[src/rtl/axi_dma_pkg.sv]
// Shared state encoding, AXI constants and helpers for the DMA read master.
package axi_dma_pkg;

  typedef enum logic [2:0] {
    ST_IDLE  = 3'd0,
    ST_AR    = 3'd1,
    ST_R     = 3'd2,
    ST_DRAIN = 3'd3,
    ST_DONE  = 3'd4
  } rd_state_e;

  localparam logic [1:0]  BURST_INCR  = 2'b01;
  localparam logic [1:0]  RESP_OKAY   = 2'b00;
  localparam int unsigned MAX_AXI_LEN = 32'd256;

  // AXI size encoding for a data bus of width_bits bits.
  function automatic logic [2:0] axi_size(input int unsigned width_bits);
    return 3'($clog2(width_bits / 32'd8));
  endfunction

endpackage

[src/rtl/axi_dma_rd_master_skid.sv]
// Generic 2-entry valid/ready register slice: registered output, and an input
// ready that depends only on the skid register.
module axi_skid_buf #(
  parameter int WIDTH = 8
) (
  input  logic             clk,
  input  logic             rstn,
  input  logic             in_valid_i,
  output logic             in_ready_o,
  input  logic [WIDTH-1:0] in_data_i,
  output logic             out_valid_o,
  input  logic             out_ready_i,
  output logic [WIDTH-1:0] out_data_o
);

  logic             out_vld_q,  out_vld_d;
  logic [WIDTH-1:0] out_dat_q,  out_dat_d;
  logic             skid_vld_q, skid_vld_d;
  logic [WIDTH-1:0] skid_dat_q, skid_dat_d;
  logic             in_fire_s;
  logic             out_free_s;

  assign in_ready_o  = ~skid_vld_q;
  assign in_fire_s   = in_valid_i & ~skid_vld_q;
  assign out_free_s  = ~out_vld_q | out_ready_i;
  assign out_valid_o = out_vld_q;
  assign out_data_o  = out_dat_q;

  // Next-state: refill output from skid first, otherwise park input in skid
  always_comb begin
    out_vld_d  = out_vld_q;
    out_dat_d  = out_dat_q;
    skid_vld_d = skid_vld_q;
    skid_dat_d = skid_dat_q;
    if (out_free_s) begin
      if (skid_vld_q) begin
        out_vld_d  = 1'b1;
        out_dat_d  = skid_dat_q;
        skid_vld_d = 1'b0;
      end else if (in_fire_s) begin
        out_vld_d = 1'b1;
        out_dat_d = in_data_i;
      end else begin
        out_vld_d = 1'b0;
      end
    end else if (in_fire_s) begin
      skid_vld_d = 1'b1;
      skid_dat_d = in_data_i;
    end else begin
      skid_vld_d = skid_vld_q;
    end
  end

  // Slice registers
  always_ff @(posedge clk or negedge rstn) begin
    if (!rstn) begin
      out_vld_q  <= 1'b0;
      out_dat_q  <= {WIDTH{1'b0}};
      skid_vld_q <= 1'b0;
      skid_dat_q <= {WIDTH{1'b0}};
    end else begin
      out_vld_q  <= out_vld_d;
      out_dat_q  <= out_dat_d;
      skid_vld_q <= skid_vld_d;
      skid_dat_q <= skid_dat_d;
    end
  end

endmodule

[src/rtl/axi_dma_rd_master.sv]
// AXI4 read burst master: one INCR burst per start pulse, returned beats are
// streamed downstream through a registered skid buffer.
module axi_dma_rd_master
  import axi_dma_pkg::*;
#(
  parameter int AXI_WIDTH_AD = 32,
  parameter int AXI_WIDTH_DA = 64,
  parameter int AXI_WIDTH_ID = 4,
  parameter int BIT_TRANS    = 18
) (
  input  logic                    clk,
  input  logic                    rstn,
  input  logic                    i_ctrl_read,
  input  logic [AXI_WIDTH_AD-1:0] i_read_addr,
  input  logic [BIT_TRANS-1:0]    i_num_trans,
  output logic                    o_read_done,
  output logic                    o_busy,
  output logic                    o_rd_err,
  output logic [AXI_WIDTH_DA-1:0] o_rd_data,
  output logic                    o_rd_data_vld,
  output logic                    o_rd_data_last,
  input  logic                    i_rd_data_rdy,
  output logic                    M_ARVALID,
  input  logic                    M_ARREADY,
  output logic [AXI_WIDTH_AD-1:0] M_ARADDR,
  output logic [AXI_WIDTH_ID-1:0] M_ARID,
  output logic [7:0]              M_ARLEN,
  output logic [2:0]              M_ARSIZE,
  output logic [1:0]              M_ARBURST,
  input  logic                    M_RVALID,
  output logic                    M_RREADY,
  input  logic [AXI_WIDTH_DA-1:0] M_RDATA,
  input  logic [1:0]              M_RRESP,
  input  logic                    M_RLAST,
  input  logic [AXI_WIDTH_ID-1:0] M_RID
);

  localparam logic [2:0]           AR_SIZE   = axi_size(AXI_WIDTH_DA);
  localparam logic [BIT_TRANS-1:0] MAX_LEN_W = BIT_TRANS'(MAX_AXI_LEN);
  localparam logic [BIT_TRANS-1:0] ONE_W     = {{(BIT_TRANS-1){1'b0}}, 1'b1};

  rd_state_e               state_q, state_d;
  logic [AXI_WIDTH_AD-1:0] addr_q,  addr_d;
  logic [7:0]              len_q,   len_d;
  logic [8:0]              cnt_q,   cnt_d;
  logic                    err_q,   err_d;
  logic                    busy_q;
  logic                    arvalid_q;
  logic                    done_q;

  logic [BIT_TRANS-1:0]    num_m1_s;
  logic                    len_bad_s;
  logic                    r_fire_s;
  logic                    hit_len_s;
  logic                    beat_last_s;
  logic                    skid_in_rdy_s;
  logic                    out_vld_s;
  logic [AXI_WIDTH_DA:0]   out_payload_s;
  logic                    out_fire_last_s;
  logic                    unused_s;

  assign num_m1_s        = i_num_trans - ONE_W;
  assign len_bad_s       = (i_num_trans == {BIT_TRANS{1'b0}}) || (i_num_trans > MAX_LEN_W);
  assign M_RREADY        = (state_q == ST_R) & skid_in_rdy_s;
  assign r_fire_s        = M_RVALID & M_RREADY;
  // The counter holds beats already accepted, so the final beat sees cnt == len.
  assign hit_len_s       = (cnt_q == {1'b0, len_q});
  assign beat_last_s     = M_RLAST | hit_len_s;
  assign out_fire_last_s = out_vld_s & i_rd_data_rdy & out_payload_s[AXI_WIDTH_DA];
  assign unused_s        = ^{M_RID, num_m1_s[BIT_TRANS-1:8]};

  // Burst sequencing and error tracking
  always_comb begin
    state_d = state_q;
    addr_d  = addr_q;
    len_d   = len_q;
    cnt_d   = cnt_q;
    err_d   = err_q;
    case (state_q)
      ST_IDLE: begin
        if (i_ctrl_read) begin
          cnt_d = 9'd0;
          if (len_bad_s) begin
            err_d   = 1'b1;
            state_d = ST_DONE;
          end else begin
            err_d   = 1'b0;
            addr_d  = i_read_addr;
            len_d   = num_m1_s[7:0];
            state_d = ST_AR;
          end
        end else begin
          state_d = ST_IDLE;
        end
      end
      ST_AR: begin
        if (M_ARREADY) begin
          state_d = ST_R;
        end else begin
          state_d = ST_AR;
        end
      end
      ST_R: begin
        if (r_fire_s) begin
          cnt_d = cnt_q + 9'd1;
          if ((M_RRESP != RESP_OKAY) || (M_RLAST != hit_len_s)) begin
            err_d = 1'b1;
          end else begin
            err_d = err_q;
          end
          if (beat_last_s) begin
            state_d = ST_DRAIN;
          end else begin
            state_d = ST_R;
          end
        end else begin
          state_d = ST_R;
        end
      end
      ST_DRAIN: begin
        if (out_fire_last_s) begin
          state_d = ST_DONE;
        end else begin
          state_d = ST_DRAIN;
        end
      end
      ST_DONE: state_d = ST_IDLE;
      default: state_d = ST_IDLE;
    endcase
  end

  // State and registered control outputs
  always_ff @(posedge clk or negedge rstn) begin
    if (!rstn) begin
      state_q   <= ST_IDLE;
      addr_q    <= {AXI_WIDTH_AD{1'b0}};
      len_q     <= 8'd0;
      cnt_q     <= 9'd0;
      err_q     <= 1'b0;
      busy_q    <= 1'b0;
      arvalid_q <= 1'b0;
      done_q    <= 1'b0;
    end else begin
      state_q   <= state_d;
      addr_q    <= addr_d;
      len_q     <= len_d;
      cnt_q     <= cnt_d;
      err_q     <= err_d;
      busy_q    <= (state_d != ST_IDLE);
      arvalid_q <= (state_d == ST_AR);
      done_q    <= (state_q == ST_DONE);
    end
  end

  axi_skid_buf #(
    .WIDTH (AXI_WIDTH_DA + 1)
  ) u_skid (
    .clk         (clk),
    .rstn        (rstn),
    .in_valid_i  (M_RVALID & (state_q == ST_R)),
    .in_ready_o  (skid_in_rdy_s),
    .in_data_i   ({beat_last_s, M_RDATA}),
    .out_valid_o (out_vld_s),
    .out_ready_i (i_rd_data_rdy),
    .out_data_o  (out_payload_s)
  );

  assign o_rd_data      = out_payload_s[AXI_WIDTH_DA-1:0];
  assign o_rd_data_last = out_payload_s[AXI_WIDTH_DA];
  assign o_rd_data_vld  = out_vld_s;
  assign o_read_done    = done_q;
  assign o_busy         = busy_q;
  assign o_rd_err       = err_q;
  assign M_ARVALID      = arvalid_q;
  assign M_ARADDR       = addr_q;
  assign M_ARLEN        = len_q;
  assign M_ARID         = {AXI_WIDTH_ID{1'b0}};
  assign M_ARSIZE       = AR_SIZE;
  assign M_ARBURST      = BURST_INCR;

endmodule

[config.mk]
export PLATFORM = sky130hd
export DESIGN_NAME = axi_dma_rd_master
export DESIGN_NICKNAME = d
export VERILOG_FILES = /design/src/rtl/axi_dma_pkg.sv /design/src/rtl/axi_dma_rd_master_skid.sv /design/src/rtl/axi_dma_rd_master.sv
export SDC_FILE = /design/constraint.sdc
export NUM_CORES = 1
export LEC_CHECK = 0
export BUFFER_PORTS_ARGS = -buffer_cell sky130_fd_sc_hd__buf_2
export CORE_MARGIN = 2
export CORE_UTILIZATION = 53
export CTS_BUF_LIST = sky130_fd_sc_hd__clkbuf_4 sky130_fd_sc_hd__clkbuf_8
export CTS_CLUSTER_DIAMETER = 60
export DETAILED_ROUTE_END_ITERATION = 16
export PLACE_DENSITY = 0.94
export SYNTH_ARGS = -nofsm -noshare
export SYNTH_HDL_FRONTEND = slang
export SYNTH_SLANG_ARGS = --single-unit
[constraint.sdc]
create_clock -name clk -period 3.35 [get_ports clk]
set_input_delay 0.8375 -clock clk [delete_from_list [all_inputs] [get_ports clk]]
set_output_delay 0.8375 -clock clk [all_outputs]
set_load 0.03 [all_outputs]
==> results of run 1 <==
==> area by class of cell <==
type                       instances  area, um2
fill                            1124       5230
sequential                       188       4710
multi-input combinational        413       3250
timing repair buffer             240       1280
clock buffer                      18        248
tap                              188        235
clock inverter                    14        165
inverter                           8       30.0
==> metrics by stage <==
stage | instance area, um2 | utilization
floorplan | 8220 | -
global placement | 9500 | 0.627
detailed placement | 9500 | 0.627
CTS | 9910 | 0.655
global route | 9910 | 0.655
finish | 9910 | 0.655
==> report_power, final <==
part	total [mW]	leakage, nW	internal [mW]	switching, mW
clock	1.56	0.210	0.762	0.795
sequential	2.57	2.57	2.47	0.106
combinational	0.972	2.37	0.285	0.687
total	5.10	5.14	3.51	1.59
==> synth_stat cells (all sizes together), types with 4 or more instances <==
cell / count / area share
buf: 23 / 0.020
nor3: 5 / 0.0031
nand3: 7 / 0.0043
a21oi: 5 / 0.0031
clkbuf: 24 / 0.011
inv: 8 / 0.0037
nand2: 72 / 0.033
ha: 4 / 0.0061
o21ai: 73 / 0.045
xor2: 6 / 0.0064
mux2: 102 / 0.15
nand4: 4 / 0.0031
nor4: 6 / 0.0064
xnor2: 12 / 0.013
mux2i: 66 / 0.081
nand2b: 4 / 0.0031
or3: 5 / 0.0038
nor2: 12 / 0.0055
dfrtp: 188 / 0.57
==> worst max-delay path by stage <==
| stage | from | end | slack, ns |
|---|---|---|---|
| 2_1_floorplan | i_num_trans[5] | M_ARADDR[0] | 0.56 |
| 3_3_place_gp | i_num_trans[5] | M_ARLEN[0] | 0.38 |
| 3_5_place_dp | i_num_trans[5] | M_ARADDR[28] | 0.35 |
| 4_1_cts | state_q[0] | M_RREADY | 0.68 |
| 5_1_grt | state_q[1] | M_RREADY | 0.57 |
| 6_report | state_q[0] | M_RREADY | 0.72 |
==> metal layers <==
| metal | track usage | part of all wire | vias to the layer above |
|---|---|---|---|
| li1 | - | - | 2681 |
| met1 | 0.265 | 0.41 | 2779 |
| met2 | 0.372 | 0.50 | 184 |
| met3 | 0.0674 | 0.076 | 15 |
| met4 | 0.0653 | 0.013 | 0 |
| met5 | 0 | 0 | - |
==> cell usage in the layout (no fill, tap or decap), types with 2 or more instances in the layout <==
cell type | synthesis | final
a21oi_1 | 5 | 5
and4_1 | 2 | 2
buf_12 | 0 | 4
buf_2 | 6 | 232
buf_4 | 9 | 3
bufinv_16 | 0 | 3
clkbuf_8 | 0 | 19
clkinv_2 | 0 | 5
clkinvlp_4 | 0 | 2
conb_1 | 2 | 9
dfrtp_1 | 188 | 187
ha_1 | 4 | 4
inv_1 | 8 | 8
inv_6 | 0 | 4
mux2_1 | 5 | 5
mux2_2 | 67 | 67
mux2_4 | 30 | 30
mux2i_1 | 66 | 66
nand2_1 | 72 | 72
nand2b_1 | 4 | 4
nand3_1 | 7 | 7
nand4_1 | 4 | 4
nor2_1 | 12 | 12
nor2b_1 | 2 | 2
nor3_1 | 5 | 5
nor3b_1 | 2 | 2
nor4_1 | 5 | 5
o21ai_0 | 73 | 72
or3_1 | 5 | 4
xnor2_1 | 12 | 12
xor2_1 | 6 | 6
==> flip-flops by register name, indices dropped and copies added (netlist names) <==
register / cells
o_busy: 1
u_skid.out_data_o: 65
M_ARLEN: 8
o_read_done: 1
u_skid.skid_dat_q: 65
M_ARADDR: 32
M_ARVALID: 1
o_rd_err: 1
u_skid.skid_vld_q: 1
state_q: 3
u_skid.out_valid_o: 1
cnt_q: 9
==> worst max-delay path, cell delays in order, from the launching register on <==
cell     delay, ns
dfrtp_1       0.51
or3b_1        0.52
nor2_1        0.12
buf_2         0.20
==> logic make-up (layout without fill, tap and decap cells) <==
group / Yosys count / count (layout) / share of synthesized area
compound gates: 83 / 83 / 0.0527
simple gates: 131 / 131 / 0.0780
flops: 188 / 188 / 0.574
xor+xnor: 18 / 18 / 0.0192
mux: 168 / 168 / 0.234
other cells: 2 / 9 / 0.000916
fa+ha+maj: 4 / 4 / 0.00611
buf+inv: 55 / 280 / 0.0348
==> summary.md, run 1 <==
| Metric | Value |
|---|---|
| Status | `complete, no violations` |
| Hold Fails Final Rpt | `0` |
| Clock latency on the worst-skew pair | `0.44 ns` |
| Min Tclk post-route | `roughly 2.6 ns` |
| Min Hold Slack | `about 0.36 ns` |
| Largest net degree at the start of global routing | `roughly 130` |
| Critical Path Fanout Max | `10` |
| Total GRT Usage | `0.217` |
| Slack of the critical path | `~0.72 ns` |
| TritonCTS Buffers | `17` |
| MaxCap Viol Count | `0` |
| Cts hold-fix bufs | `0` |
| Non-filler cells, final | `1069` |
| Share of post-route cells with drive strength above 1 | `0.427` |
| Die width | `approximately 130 um` |
| Drt wl/cell | `approximately 16 um` |
| Layout area overhead | `20.9%` |
| R2R Path End | `M_ARLEN[3]` |
| CP Capture Type | `primary output` |
| Vias in the first global route | `between 5000 and 6000` |
| Clk pin slew, worst setup/hold paths | `around 0.09 ns` |
| Initial DRC Count | `around 220` |
| Syn_area_per_cell | `approximately 13 um2` |
| Height of the die | `around 130 um` |
| R2R cell count | `4` |
| Power Total | `slightly above 5 mW` |
| # Post-CTS Setup Buffers | `0` |
| RSZ-0062 raised after global routing | `false` |
| Row count | `between 40 and 50` |
| Reg2reg start | `state_q[0]` |
| Clock Tree Root | `clkbuf_8` |
| WL final | `approximately 18000 um` |
| Bufs on Longest Clock Path | `2` |
| DRC | `0` |
| Peak Freq | `roughly 0.38 GHz` |
| Mapped Area | `8200 um2` |
| Clock Skew | `roughly 0.01 ns` |
| CTS resizes | `0` |
| Slew of the pin with the lowest slew margin | `roughly 1.1 ns` |
| Clock tree sinks | `188` |
| Initial core utilization | `0.541` |
| Final setup viols | `0` |
| Vias per inst | `roughly 5.3` |
| HPWL Detailed | `between 10000 and 15000 um` |
| Port bufs | `about 230` |
| Top FF cell, synth | `dfrtp_1` |
| Reg2Reg Setup Slack | `between 0.8 and 0.9 ns` |
| Drt pass-1 iters | `4` |
| H-tree depth | `4` |
| CTS tree | `yes` |
| Pins Over Slew Limit | `0` |
| Number of synthesis warnings | `0` |
| Final setup TNS | `0 ns` |
| Initial antenna violation count | `0` |
| Nets | `around 1000` |
| Diodes inserted | `0` |
| Seq/Total Area, Yosys | `0.574` |
| Seq cells post-synth | `around 190` |
| Placed instance count | `around 1000` |
| Tcrit/Tclk final | `0.784` |
| Leakage | `between 5 and 6 nW` |
| Pre-CTS WS | `between 0.3 and 0.4 ns` |
| Synth cell types | `44` |
| Post-route ant nets | `0` |
| Die area | `~16000 um2` |
| # IOs | `around 250` |
| Peak VDD IR | `between 300 and 400 uV` |
| Crit path launch type | `register` |
| Post-synth EDFFs | `0` |
| GPL Wtd Cong | `about 0.82` |
| Slew HR | `0.289` |
| Core area | `about 15000 um2` |
| Setup Crit Path Kind | `reg2out` |
| Post-Syn Instances | `between 600 and 700` |
| Global route overflow | `0` |
| FFs w/ async S/R, synth | `1.00` |
| HP Class | `in2async` |
| WP data required | `between 2 and 3 ns` |
| Global-route wire length before repair | `between 20000 and 30000 um` |
| Vias after detailed routing | `around 5700` |
| Data arrival time of the worst path | `between 1.5 and 2 ns` |
| Pwr Density | `514 nW/um2` |
Note: power is estimated with default switching activity, not from simulation.
==> inputs of run 2 (changes only) <==
==> constraint.sdc (replaced) <==
create_clock -name clk -period 2.63 [get_ports clk]
set_input_delay 0.6575 -clock clk [delete_from_list [all_inputs] [get_ports clk]]
set_output_delay 0.6575 -clock clk [all_outputs]
set_load 0.03 [all_outputs]
==> run 2 against run 1 <==
- setup slack lost 0.59 ns
- power grew 28%
- clock-buffer cell count grew 1
- sequential power grew 28%
- via count grew 1.6%
- clock power grew 28%
- first-iteration DRC count grew 14%
- final area grew 1.1%
- core utilization grew 0.74 points
- register-to-register slack lost 0.62 ns
- die area is the same
- sequential cell count is the same
- critical endpoint unchanged
- highest routed layer is now met5
==> summary.md, run 2 (synthesis gave the netlist of run 1 again) <==
| Metric | Value |
|---|---|
| Final-layout fill cell count | `1089 (-3.1%)` |
| Final setup viols | `0 (unchanged)` |
| DRC | `0 (unchanged)` |
| Height of the die | `128 um (unchanged)` |
| Most frequent cells in the layout | `232 x buf_2, 187 x dfrtp_1, 72 x o21ai_0, 72 x nand2_1, 67 x mux2_2` |
| Reg2Reg Setup Slack | `0.23 ns (-0.62 ns)` |
| Die width | `128 um (unchanged)` |
| Sum of buffers and inverters on the critical path | `1 (unchanged)` |
| Vias after detailed routing | `5752 (+1.6%)` |
| Tcrit/Tclk final | `0.948` |
| HPWL Detailed | `12800 um (+4.5%)` |
| Pins Over Slew Limit | `0 (unchanged)` |
| Largest net degree at the start of global routing | `127 (unchanged)` |
| WL final | `18200 um (+3.7%)` |
| H-tree depth | `4 (unchanged)` |
| Status | `complete, no violations` |
| Drt pass-1 iters | `4 (unchanged)` |
| Crit path launch type | `register` |
| Worst setup startpoint | `state_q[0]` |
| Power Total | `6.52 mW (+28%)` |
| WP depth | `3 (unchanged)` |
| Final setup TNS | `0 ns (unchanged)` |
| MaxCap Viol Count | `0 (unchanged)` |
| Diodes inserted | `0 (unchanged)` |
| Clk pin slew, worst setup/hold paths | `0.10 ns (about the same)` |
| CP Capture Type | `primary output` |
| Most common cell after layout, fill and taps aside | `buf_2` |
| Critical Path Sink | `M_RREADY` |
| TritonCTS Buffers | `17 (unchanged)` |
| Reg2reg start | `state_q[0]` |
| Leakage | `5.21 nW (+1.3%)` |
| Min Tclk post-route | `roughly 2.5 ns` |
| Port bufs | `233 (unchanged)` |
| Pre-CTS WS | `-0.121 ns (-0.467 ns)` |
| Max incr delay on CP | `0.54 ns (+0.02 ns)` |
| Die area | `16500 um2 (unchanged)` |
| Slew of the pin with the lowest slew margin | `0.959 ns (-0.108 ns)` |
| Placed instance count | `1052 (+1.4%)` |
| R2R cell count | `3 (-1)` |
| GPL Wtd Cong | `0.813 (-1.4%)` |
| Clock tree sinks | `188 (unchanged)` |
| Slowest-stage cell, CP | `or3b_1` |
| Slew HR | `0.361 (+0.0717)` |
| Drt wl/cell | `16.8 um (+2.3%)` |
| Peak Freq | `~0.4 GHz` |
| Initial DRC Count | `247 (+14%)` |
| # IOs | `247 (unchanged)` |
| Global-route wire length before repair | `29100 um (+2.9%)` |
| Nets | `1014 (+1.5%)` |
| R2R Path End | `u_skid.skid_dat_q[11]` |
| Cts hold-fix bufs | `0 (unchanged)` |
| Bufs on Longest Clock Path | `2 (unchanged)` |
| HP Class | `in2async` |
| Layout area overhead | `22.3%` |
| Cell family with the largest share of critical-path delay | `simple AND/OR/NAND/NOR gates` |
| Critical Path Fanout Max | `10 (unchanged)` |
| Vias in the first global route | `5896 (+3.6%)` |
| Critical-path cell list | `or3b_1 -> nor2_1 -> buf_2` |
| Data arrival time of the worst path | `1.84 ns (+0.05 ns)` |
| CTS tree | `yes` |
| Non-filler cells, final | `1083 (+1.3%)` |
| Peak VDD IR | `547 uV (+38%)` |
| Placed standard-cell area | `9610 um2 (+1.2%)` |
| CTS resizes | `0 (unchanged)` |
| Clock Tree Root | `clkbuf_8` |
| Post-route ant nets | `0 (unchanged)` |
| Initial core utilization | `0.541 (unchanged)` |
| Core area | `15100 um2 (unchanged)` |
| # Post-CTS Setup Buffers | `0 (unchanged)` |
| Hold Fails Final Rpt | `0 (unchanged)` |
| Share of post-route cells with drive strength above 1 | `0.436 (+0.00897)` |
| Total GRT Usage | `0.226 (+0.00871)` |
| Clock Skew | `0.0141 ns (+0.00410 ns)` |
| Global route overflow | `0 (unchanged)` |
| Row count | `45 (unchanged)` |
| Min Hold Slack | `0.143 ns (-0.216 ns)` |
| Slack of the critical path | `0.136 ns (-0.588 ns)` |
| Pwr Density | `651 nW/um2 (+26%)` |
| WP data required | `1.97 ns (-0.54 ns)` |
| RSZ-0062 raised after global routing | `false` |
| Initial antenna violation count | `1 (+1)` |
| Vias per inst | `5.31 (+0.33%)` |
| Clock latency on the worst-skew pair | `0.46 ns (+0.02 ns)` |
| Setup Crit Path Kind | `reg2out` |
| Final instance area | `10000 um2 (+1.1%)` |
| Final Util | `0.662 (+0.00735)` |
[run 2: routing by layer]
| metal | track usage | part of all wire | vias to the layer above |
|---|---|---|---|
| li1 | - | - | 2704 |
| met1 | 0.265 | 0.40 | 2829 |
| met2 | 0.391 | 0.50 | 190 |
| met3 | 0.0711 | 0.078 | 27 |
| met4 | 0.0834 | 0.021 | 2 |
| met5 | 0 | 0.00071 | - |
[run 2: how the worst min path moves through the flow]
| stage | start | endpoint | slack (ns) | cells past startpoint |
|---|---|---|---|---|
| after detailed placement | u_skid.out_data_o[7] | u_skid.out_data_o[7] | 0.46 | 2 |
| final | rstn | u_skid.out_data_o[60] | 0.14 | 1 |
| after global routing | rstn | M_ARADDR[10] | 0.14 | 1 |
| after CTS | rstn | u_skid.out_data_o[60] | 0.14 | 1 |
| after global placement | u_skid.out_data_o[62] | u_skid.out_data_o[62] | 0.46 | 2 |
| after floorplan | rstn | M_ARADDR[0] | 0.36 | 0 |
[run 2: final cells by class]
cell class                 instances  area, um2  area share
sequential                       188       4710       0.470
clock buffer                      19        249      0.0248
inverter                           8       30.0     0.00300
timing repair buffer             255       1390       0.139
tap                              188        235      0.0235
multi-input combinational        413       3250       0.324
clock inverter                    12        163      0.0162
[run 2: power breakdown]
group	switching [mW]	internal, mW	total (mW)	leakage (nW)
clock	1.03	0.967	2.00	0.204
sequential	0.137	3.14	3.28	2.57
combinational	0.878	0.373	1.25	2.44
total	2.04	4.48	6.52	5.21
==> inputs of run 3 (changes only) <==
--- a/config.mk
+++ b/config.mk
@@ -6,7 +6,7 @@
 export NUM_CORES = 1
 export LEC_CHECK = 0
 export BUFFER_PORTS_ARGS = -buffer_cell sky130_fd_sc_hd__buf_2
-export CORE_MARGIN = 2
+export CORE_MARGIN = 10
 export CORE_UTILIZATION = 53
 export CTS_BUF_LIST = sky130_fd_sc_hd__clkbuf_4 sky130_fd_sc_hd__clkbuf_8
 export CTS_CLUSTER_DIAMETER = 60
==> run 3 against run 2 <==
- clock skew is 0.0032 ns lower
- wire length is 13% higher
- register-to-register slack better by 0.09 ns
- sequential power hardly changed
- clock-buffer cell count is 1 lower
- final area hardly changed
- critical path type unchanged
- critical endpoint unchanged
- largest power group unchanged
- highest routed layer unchanged
==> summary.md, run 3 (synthesis gave the netlist of run 1 again) <==
| Metric | Value |
|---|---|
| HP Class | `in2async` |
| Reg2reg start | `state_q[0]` |
| Vias after detailed routing | `5775 (+0.40%)` |
| Cts hold-fix bufs | `0 (unchanged)` |
| Pint | `4.39 mW (-2.1%)` |
| MaxCap Viol Count | `0 (unchanged)` |
| # Post-CTS Setup Buffers | `0 (unchanged)` |
| Power Total | `6.50 mW (-0.30%)` |
| Vias in the first global route | `6213 (+5.4%)` |
| R2R Path End | `u_skid.skid_dat_q[35]` |
| Global route overflow | `0 (unchanged)` |
| Register share of total power | `0.506 (+0.004)` |
| Hold Fails Final Rpt | `0 (unchanged)` |
| Peak VDD IR | `534 uV (-2.3%)` |
| DRC | `0 (unchanged)` |
| RSZ-0062 raised after global routing | `false` |
| Min Tclk post-route | `2.48 ns (-0.00876 ns)` |
| Min Hold Slack | `0.0802 ns (-0.0630 ns)` |
| GR peak layer | `met2` |
| Final setup viols | `0 (unchanged)` |
| Data arrival time of the worst path | `1.83 ns (about the same)` |
| Layout area overhead | `22.3% (about the same)` |
| Vias per inst | `5.31 (about the same)` |
| CP Capture Type | `primary output` |
| Pins Over Slew Limit | `0 (unchanged)` |
| Die area | `20800 um2 (+26%)` |
| Bufs on Longest Clock Path | `2 (unchanged)` |
| Slew HR | `0.553 (+0.193)` |
| CTS resizes | `0 (unchanged)` |
| Share of post-route cells with drive strength above 1 | `0.438 (+0.00251)` |
| Status | `complete, no violations` |
| GR Util met2 | `0.336 (-0.0547)` |
| H-tree depth | `4 (unchanged)` |
| Leakage | `5.20 nW (-0.29%)` |
| Drt wl/cell | `18.9 um (+12%)` |
| Initial antenna violation count | `3 (+2)` |
| Row count | `45 (unchanged)` |
| Most frequent cells in the layout | `232 x buf_2, 187 x dfrtp_1, 72 x o21ai_0, 72 x nand2_1, 67 x mux2_2` |
| Critical Path Fanout Max | `10 (unchanged)` |
| # IOs | `247 (unchanged)` |
| WL final | `20600 um (+13%)` |
| Initial DRC Count | `244 (-1.2%)` |
| Switching share of power | `0.325 (+0.0122)` |
| Drt pass-1 iters | `6 (+2)` |
| Clock Tree Root | `clkbuf_8` |
| Crit path launch type | `register` |
| Clk pin slew, worst setup/hold paths | `0.09 ns (about the same)` |
| Setup Crit Path Kind | `reg2out` |
| Most common cell after layout, fill and taps aside | `buf_2` |
| Peak Freq | `0.402 GHz (+0.35%)` |
| Post-route ant nets | `0 (unchanged)` |
| Clock latency on the worst-skew pair | `0.46 ns (about the same)` |
| Reg2Reg Setup Slack | `0.32 ns (+0.09 ns)` |
| R2R cell count | `4 (+1)` |
| Core area | `15200 um2 (+0.37%)` |
| Met3 usage | `0.0823 (+0.0112)` |
| Final instance area | `10000 um2 (about the same)` |
| Die width | `144 um (+12%)` |
| Clock share of power | `0.300 (-0.006)` |
| HPWL Detailed | `15400 um (+20%)` |
| Placed standard-cell area | `9620 um2 (about the same)` |
| Initial core utilization | `0.539 (-0.00200)` |
| Nets | `1017 (+0.30%)` |
| GPL Wtd Cong | `0.840 (+3.4%)` |
| M1 GR Usage | `0.213 (-0.0523)` |
| Pwr Density | `649 nW/um2 (-0.29%)` |
| Height of the die | `144 um (+12%)` |
| Largest net degree at the start of global routing | `67 (-47%)` |
| CTS tree | `yes` |
| Clock Skew | `0.0109 ns (-0.00318 ns)` |
| WP data required | `1.97 ns (about the same)` |
| Total GRT Usage | `0.196 (-0.0296)` |
| Tcrit/Tclk final | `0.945 (-0.00333)` |
| Global-route wire length before repair | `31900 um (+9.8%)` |
| TritonCTS Buffers | `17 (unchanged)` |
| Port bufs | `233 (unchanged)` |
| Clock tree sinks | `188 (unchanged)` |
| Slew of the pin with the lowest slew margin | `0.670 ns (-0.289 ns)` |
| Total net switching power | `2.12 mW (+3.6%)` |
| Combinational group share of total power | `0.195 (+0.003)` |
[run 3: cell types whose count changed in the layout (fill, tap and decap cells not counted)]
cell        previous run  this run
clkinv_2               1         0
buf_12                 4         3
diode_2                0         1
bufinv_16              3         2
or3_4                  1         0
or3_2                  0         1
clkbuf_8              18        17
inv_6                  3         2
buf_6                  0         1
clkinvlp_4             2         6
buf_4                 18        22
clkinv_4               3         2
clkbuf_4               2         1
inv_8                  0         2
[run 3: cell type report]
cell class / count / area [um2]
clock inverter: 14 / 163
antenna: 1 / 2.50
sequential: 188 / 4710
clock buffer: 18 / 241
fill: 1071 / 5180
tap: 188 / 235
multi-input combinational: 413 / 3250
timing repair buffer: 258 / 1400
inverter: 8 / 30.0
[run 3: power by group through the flow]
stage / Clock (mW) / Combinational [mW] / Sequential (mW)
after global placement: 0 / 1.24 / 3.32
final: 1.95 / 1.27 / 3.29
after detailed placement: 0 / 1.29 / 3.34
after CTS: 2.00 / 1.29 / 3.29
after global routing: 2.12 / 1.38 / 3.32
after floorplan: 0 / 0.245 / 3.82
[run 3: per-layer routing]
layer	routed length, um	vias up	share of wire
met5	27	-	0.0013
met4	458	4	0.022
met3	1900	36	0.093
met2	10400	201	0.50
met1	7800	2818	0.38
li1	-	2716	-
[run 3: per-stage QoR]
stage                util  setup TNS, ns  cells  worst slack (ns)
floorplan               -              0    656            0.0168
finish              0.659              0   1088             0.145
global placement    0.633         -0.975   1055           -0.0494
detailed placement  0.633          -3.25   1055            -0.112
CTS                 0.659              0   1087             0.126
global route        0.659              0   1087            0.0206
[run 3: critical path, cell delays in order (launching register included)]
cell     delay [ns]
dfrtp_1        0.49
or3b_1         0.53
nor2_1         0.13
buf_2          0.22
[run 3: worst max path at each step]
| stage | start | to | slack (ns) | depth (start not counted) |
|---|---|---|---|---|
| 2_1_floorplan | i_num_trans[5] | M_ARADDR[0] | 0.02 | 5 |
| 3_3_place_gp | i_num_trans[5] | M_ARLEN[0] | -0.05 | 6 |
| 3_5_place_dp | i_num_trans[5] | M_ARLEN[0] | -0.11 | 6 |
| 4_1_cts | state_q[0] | M_RREADY | 0.13 | 3 |
| 5_1_grt | state_q[0] | M_RREADY | 0.02 | 3 |
| 6_report | state_q[0] | M_RREADY | 0.15 | 3 |
